### src/rtl/wordline_encoder_if.sv
// rtl/wordline_encoder_if.sv - mask-in / register-ID-out handshake bundle for wordline_encoder
//   in_valid/in_ready/in_mask : 64-bit request mask, producer -> encoder
//   out_valid/out_ready/out_id: 6-bit register ID stream, encoder -> consumer
//   modport slave  : encoder view
//   modport master : producer/consumer (environment) view
interface wordline_encoder_if;
  logic        in_valid;
  logic        in_ready;
  logic [63:0] in_mask;
  logic        out_valid;
  logic        out_ready;
  logic [5:0]  out_id;

  modport slave (
    input  in_valid, in_mask, out_ready,
    output in_ready, out_valid, out_id
  );

  modport master (
    output in_valid, in_mask, out_ready,
    input  in_ready, out_valid, out_id
  );
endinterface

### src/rtl/wordline_encoder.sv
// rtl/wordline_encoder.sv - serialises a 64-bit wordline mask into 6-bit register IDs, lowest first
//   clk        : system clock, rising edge
//   rst_n      : asynchronous active-low reset
//   bus        : wordline_encoder_if.slave (mask in, register ID out, valid/ready both sides)
//   busy       : high while emitting IDs
//   done       : one-cycle pulse after the last ID of a mask is accepted, or after a zero mask is captured
//   remain_cnt : bits still pending (only with WORDLINE_ENCODER_REMAIN_CNT_EN defined)
// Optional feature macro: WORDLINE_ENCODER_REMAIN_CNT_EN
module wordline_encoder (
  input  logic               clk,
  input  logic               rst_n,
  wordline_encoder_if.slave  bus,
  output logic               busy,
`ifdef WORDLINE_ENCODER_REMAIN_CNT_EN
  output logic               done,
  output logic [6:0]         remain_cnt
`else
  output logic               done
`endif
);

  typedef enum logic {IDLE, EMIT} state_t;

  state_t      state;
  logic [63:0] pending;
  logic [63:0] pending_next;
  logic [5:0]  low_id;
  logic        accept;
  logic        capture;

  // Priority encoder on the registered mask; the downward loop lets the
  // lowest set bit win.
  always_comb begin
    low_id = 6'd0;
    for (int i = 63; i >= 0; i--) begin
      if (pending[i]) low_id = 6'(i);
    end
  end

  // Clearing the lowest set bit: x & (x - 1).
  assign pending_next = pending & (pending - 64'd1);

  assign capture       = (state == IDLE) && bus.in_valid;
  assign accept        = (state == EMIT) && bus.out_ready;

  assign bus.in_ready  = (state == IDLE);
  assign bus.out_valid = (state == EMIT);
  assign busy          = (state == EMIT);
  assign bus.out_id    = (state == EMIT) ? low_id : 6'd0;

  always_ff @(posedge clk or negedge rst_n) begin
    if (!rst_n) begin
      state   <= IDLE;
      pending <= 64'h0;
      done    <= 1'b0;
    end else begin
      done <= 1'b0;
      case (state)
        IDLE: begin
          if (bus.in_valid) begin
            pending <= bus.in_mask;
            if (bus.in_mask == 64'h0) done  <= 1'b1;
            else                      state <= EMIT;
          end
        end
        EMIT: begin
          // in_mask is not looked at here, so changes during EMIT are ignored.
          if (bus.out_ready) begin
            pending <= pending_next;
            if (pending_next == 64'h0) begin
              state <= IDLE;
              done  <= 1'b1;
            end
          end
        end
        default: state <= IDLE;
      endcase
    end
  end

`ifdef WORDLINE_ENCODER_REMAIN_CNT_EN
  function automatic logic [6:0] popcount(input logic [63:0] m);
    logic [6:0] c;
    c = 7'd0;
    for (int i = 0; i < 64; i++) c = c + 7'(m[i]);
    return c;
  endfunction

  always_ff @(posedge clk or negedge rst_n) begin
    if (!rst_n)       remain_cnt <= 7'd0;
    else if (capture) remain_cnt <= popcount(bus.in_mask);
    else if (accept)  remain_cnt <= remain_cnt - 7'd1;
  end
`else
  logic unused_capture;
  assign unused_capture = capture ^ accept;
`endif

endmodule

### src/flat_wrapper.sv
// flat-port wrapper written by rule: the top's interface ports become plain ports
module wordline_encoder_flat 
  (clk, rst_n, busy, done, bus_in_valid, bus_in_mask, bus_out_ready, bus_in_ready, bus_out_valid, bus_out_id);
  wordline_encoder_if bus_i ();
  input  logic clk;
  input  logic rst_n;
  output logic busy;
  output logic done;
  input wire logic [$bits(bus_i.in_valid)-1:0] bus_in_valid;
  input wire logic [$bits(bus_i.in_mask)-1:0] bus_in_mask;
  input wire logic [$bits(bus_i.out_ready)-1:0] bus_out_ready;
  output wire logic [$bits(bus_i.in_ready)-1:0] bus_in_ready;
  output wire logic [$bits(bus_i.out_valid)-1:0] bus_out_valid;
  output wire logic [$bits(bus_i.out_id)-1:0] bus_out_id;
  assign bus_i.in_valid = bus_in_valid;
  assign bus_i.in_mask = bus_in_mask;
  assign bus_i.out_ready = bus_out_ready;
  assign bus_in_ready = bus_i.in_ready;
  assign bus_out_valid = bus_i.out_valid;
  assign bus_out_id = bus_i.out_id;
  wordline_encoder u_core (.clk(clk), .rst_n(rst_n), .bus(bus_i), .busy(busy), .done(done));
endmodule
### config.mk
export PLATFORM = sky130hd
export DESIGN_NAME = wordline_encoder_flat
export DESIGN_NICKNAME = d
export VERILOG_FILES = /design/src/rtl/wordline_encoder_if.sv /design/src/rtl/wordline_encoder.sv /design/src/flat_wrapper.sv
export SDC_FILE = /design/constraint.sdc
export NUM_CORES = 1
export LEC_CHECK = 0
export CORE_ASPECT_RATIO = 1.4
export CORE_UTILIZATION = 55
export CTS_CLUSTER_SIZE = 16
export DETAILED_ROUTE_END_ITERATION = 16
export PLACE_DENSITY = 0.81
export SYNTH_ARGS = -nofsm -noshare
export SYNTH_HDL_FRONTEND = slang
export SYNTH_SLANG_ARGS = --single-unit
### constraint.sdc
create_clock -name clk -period 4.4 [get_ports clk]
set_input_delay 0.88 -clock clk [delete_from_list [all_inputs] [get_ports clk]]
set_output_delay 0.88 -clock clk [all_outputs]
set_load 0.02 [all_outputs]
Word level (Yosys, flattened, before mapping). Index checks and enable logic that the tools add are counted.

Bits in registers: 66. Output and inout port bits: 10.

Mux-type cells: 78. Eq/ne operators: 2. Bitwise operators: 2. Reduce and logical (&&, ||, !) cells: 3. $add $sub $neg: 1.

Operators by type and width (number): 2-to-1 mux 6 bit (65); logical NOT 64 bit (2); 2-to-1 mux 64 bit (2); one-hot mux 64 bit (2 select lines) (1); bitwise AND 64 bit (1); subtractor 64 x 1 -> 64 bit, second input constant (1); 2-to-1 mux 1 bit (8); inequality test 2 bit, second input constant (2); one-hot mux 1 bit (2 select lines) (2); AND reduction 2 bit (1); inverter 1 bit (1).

Depth between registers and ports, before layout.
Word-level depth: 65. Gate-level depth with buffers: 12. Gate-level depth less buffers: 8.

Worst setup path after synthesis. Ideal clock, no wire load.

Path type: reg2out. Start point: reg u_core.pending[18]. End point: out bus_out_id[5]. Arrival: 2.502 ns. Path slack: 1.018 ns. Stages on the path, launching flop included: 10. Cell sequence: dfrtp_1 -> buf_6 -> or4_1 -> buf_2 -> or4_4 -> buf_6 -> clkbuf_1 -> nor2_1 -> o21ai_0 -> nor2_1.

Word-level cells in the longest chain between the ends: 20.

Ends and longest elaborated chain: from (decl) (line wordline_encoder.sv:25) `logic [63:0] pending;`; from (signal assigned) (line wordline_encoder.sv:61) `pending <= bus.in_mask;`; from (signal assigned) (line wordline_encoder.sv:69) `pending <= pending_next;`; 2-to-1 mux 6 bit (19 in series) (line wordline_encoder.sv:36) `if (pending[i]) low_id = 6'(i);`; 2-to-1 mux 6 bit (line wordline_encoder.sv:49) `assign bus.out_id = (state == EMIT) ? low_id : 6'd0;`; to (decl) (line flat_wrapper.sv:14) `output wire logic [$bits(bus_i.out_id)-1:0] bus_out_id;`.

Every way passes these cells.

Worst setup path after layout.
Start point: reg u_core.pending[17]. End point: out bus_out_id[5].

Word-level cells in the longest chain between the ends: 19.

Ends and longest elaborated chain (line): 2-to-1 mux 6 bit (18 in series) (wordline_encoder.sv:36); 2-to-1 mux 6 bit (wordline_encoder.sv:49).

Every way passes these cells.

==> summary.txt <==
Timing
  – Final worst path period need: approximately 4.1 ns
  – Final Hold Vio Count: 0
  – Slew Limit Fails: 0
  – Worst Tran Pin Value: 1.09 ns
  – Final period utilization: between 90 and 100%
  – Layout Skew: about 0.003 ns
  – Max-Slew Margin vs Limit: between 20% and 30%
  – Setup-failing EPs final: 0
  – Hold slack: 0.623 ns
  – Max Clock Freq: 242 MHz
  – Final setup TNS: 0 ns
  – RSZ-0062 raised after global routing: false

Setup path
  – R2r setup slk: 0.53 ns
  – FF-to-FF Start: u_core.pending[17]$_DFFE_PN0P_
  – RR Endpoint: u_core.pending[59]$_DFFE_PN0P_
  – Worst endpoint required time: 3.52 ns
  – Worst Setup End Kind: output port
  – Worst-case reg-to-reg path depth: 8
  – CP startpoint kind: flop
  – WS Path Type: flop to output port
  – Arrival @ worst endpoint: 3.25 ns
  – Worst-path fanout max: 17

Global route
  – Largest net degree at the start of global routing: 103
  – Initial antenna violation count: 0
  – Global-route wire length before repair: 26,900 microns
  – Gr ovfl total: 0
  – Vias in the first global route: around 5,100
  – Total track usage: 35.9%

Layout
  – Area Growth Syn to Fin: 19.7%
  – # fillers: a little under 800
  – Final net count: 734
  – Commonest non-fill, non-tap cell in the layout: o21ai_0
  – Most frequent cells in the layout: o21ai_0, clkdlybuf4s50_1, dfrtp_1
  – Antenna cells: 0
  – Layout cells sized above 1: 4.63%

Placement
  – Gp weighted congestion: 1.06
  – DP HPWL: 12,400 microns
  – IO buf count: 77

Clocking
  – Worst-path clk slew: 0.05 ns
  – CTS Buf Count: 9
  – TritonCTS Sinks: 66
  – H-tree Lvls: 3
  – Hold_buf cts: 0
  – Clock root buffer: clkbuf_16
  – CTS tree: built
  – Post-CTS setup buffer count: 0
  – Cts repair resizes: 0
  – Clock tree buffer depth: 2
  – Skew-Pair Late Insertion Delay: 0.33 ns

Synth
  – Synthesized flop and latch total: 66
  – Mapped Avg Cell Area: 8.01 sq um
  – Netlist cell types: 53
  – EDFF count, synth: 0
  – Main flop type after synthesis: dfrtp_1
  – Syn Nets: 702
  – Synth Instances: 634
  – Seq/Total Area, Yosys: approximately 33%
  – Mapped Area: 5080 sq um
  – Synthesis Warnings: 0
  – Async set-or-reset flop fraction in the synthesized netlist: 100%

Floorplan
  – Core Region: approximately 9000 sq um
  – Die area: 9630 sq um
  – Initial Util: 56.6%
  – Die height: 116 microns
  – Top-Level Pins: approximately 80
  – Row cnt: 41
  – Die width: ~83 microns

Hold path
  – Hold Path End: u_core.pending[59]$_DFFE_PN0P_
  – Hold Path Class: flop to flop
  – HP Start: u_core.pending[59]$_DFFE_PN0P_
  – Hold path cells: 2

Route
  – DR vias: 5,424
  – Drt pass-1 iters: 8
  – Routed WL: 17,000 microns
  – Initial DRC Count: roughly 470
  – Routed WL per cell: 21.9 microns
  – DRC viols: 0
  – Post-route ant nets: 0
  – Avg Vias per Cell: 6.98

Outcome
  – Status: complete, no violations

Job
  – Number of max-cap violations: 0
[metrics by stage]
stage / cells / cell area [sq um] / utilization (%) / worst slack, ns
global route: 777 / 6080 / 67.8 / 0.0669
CTS: 777 / 6080 / 67.8 / 0.294
finish: 777 / 6080 / 67.8 / 0.265
global placement: 762 / 5780 / 64.4 / 0.716
detailed placement: 762 / 5780 / 64.4 / 0.663
floorplan: 634 / 5080 / - / 1.02
[cells in the mapped netlist, types with 2 or more instances]
library cell | number | area (sq um)
a2111oi_0 | 5 | 43.8
o31ai_1 | 13 | 97.6
nor3_1 | 26 | 130
a211oi_1 | 4 | 30.0
o21bai_1 | 4 | 30.0
a21oi_1 | 32 | 160
a21o_1 | 2 | 15.0
mux2i_1 | 55 | 551
o311ai_0 | 12 | 105
nor2b_1 | 2 | 12.5
o41a_1 | 2 | 22.5
a21boi_0 | 3 | 22.5
nand3_1 | 25 | 125
buf_1 | 6 | 22.5
o211ai_1 | 20 | 150
nand4_1 | 11 | 68.8
a211o_1 | 4 | 35.0
o22ai_1 | 7 | 43.8
o41ai_1 | 7 | 61.3
o311a_1 | 2 | 20.0
or3_1 | 9 | 56.3
clkbuf_1 | 54 | 203
a22o_1 | 5 | 43.8
buf_6 | 2 | 22.5
o2111ai_1 | 4 | 35.0
dfrtp_1 | 66 | 1650
a31oi_1 | 2 | 12.5
or4_1 | 17 | 128
nor2_1 | 38 | 143
nand2_1 | 35 | 131
nor4_1 | 39 | 244
nand2b_1 | 7 | 43.8
o21ai_0 | 79 | 395
inv_1 | 16 | 60.1
[logic make-up (layout without fill, tap and decap cells)]
family | after synthesis | after routing | share of synthesized area (%)
compound gates | 215 | 215 | 27.5
buf+inv | 81 | 117 | 6.38
flops | 66 | 66 | 32.5
mux | 56 | 56 | 11.1
simple gates | 216 | 216 | 22.6
[registers in the layout (all words and copies together) (netlist names)]
signal	count
u_core.bus.out_valid	1
u_core.done	1
u_core.pending	64
[final cells by class]
| type | instances | area (sq um) | share of cell area [%] |
|---|---|---|---|
| clock buffer | 13 | 270 | 4.44 |
| clock inverter | 2 | 35.0 | 0.576 |
| inverter | 17 | 63.8 | 1.05 |
| multi-input combinational | 487 | 3110 | 51.0 |
| sequential | 66 | 1650 | 27.2 |
| tap | 107 | 134 | 2.20 |
| timing repair buffer | 85 | 823 | 13.5 |
[worst max-delay path by stage]
stage / end / cells past startpoint / start / slack, ns
finish: bus_out_id[5] / 6 / u_core.pending[17]$_DFFE_PN0P_ / 0.27
global placement: bus_out_id[5] / 6 / u_core.pending[17]$_DFFE_PN0P_ / 0.72
floorplan: bus_out_id[5] / 9 / u_core.pending[18]$_DFFE_PN0P_ / 1.02
CTS: bus_out_id[5] / 6 / u_core.pending[17]$_DFFE_PN0P_ / 0.29
global route: bus_out_id[1] / 9 / u_core.pending[59]$_DFFE_PN0P_ / 0.07
detailed placement: bus_out_id[5] / 6 / u_core.pending[17]$_DFFE_PN0P_ / 0.66
[per-layer routing]
metal | wire length, microns | up-vias | global-route usage [%]
li1 | - | 2531 | -
met1 | 6650 | 2584 | 41.4
met2 | 8650 | 256 | 63.4
met3 | 927 | 53 | 6.20
met4 | 786 | 0 | 20.2
met5 | 0 | - | 0
[worst max-delay path, stage by stage, from the launching register on]
cell and delay (ns):
dfrtp_1 0.50, or4_1 0.66, or4_4 0.71, nor2_1 0.21
o21ai_0 0.11, nor2_1 0.11, clkdlybuf4s50_1 0.61
Power is left out: the tool's default activity adds up to more than one toggle a clock period on the data nets, which glitch-free logic cannot reach.
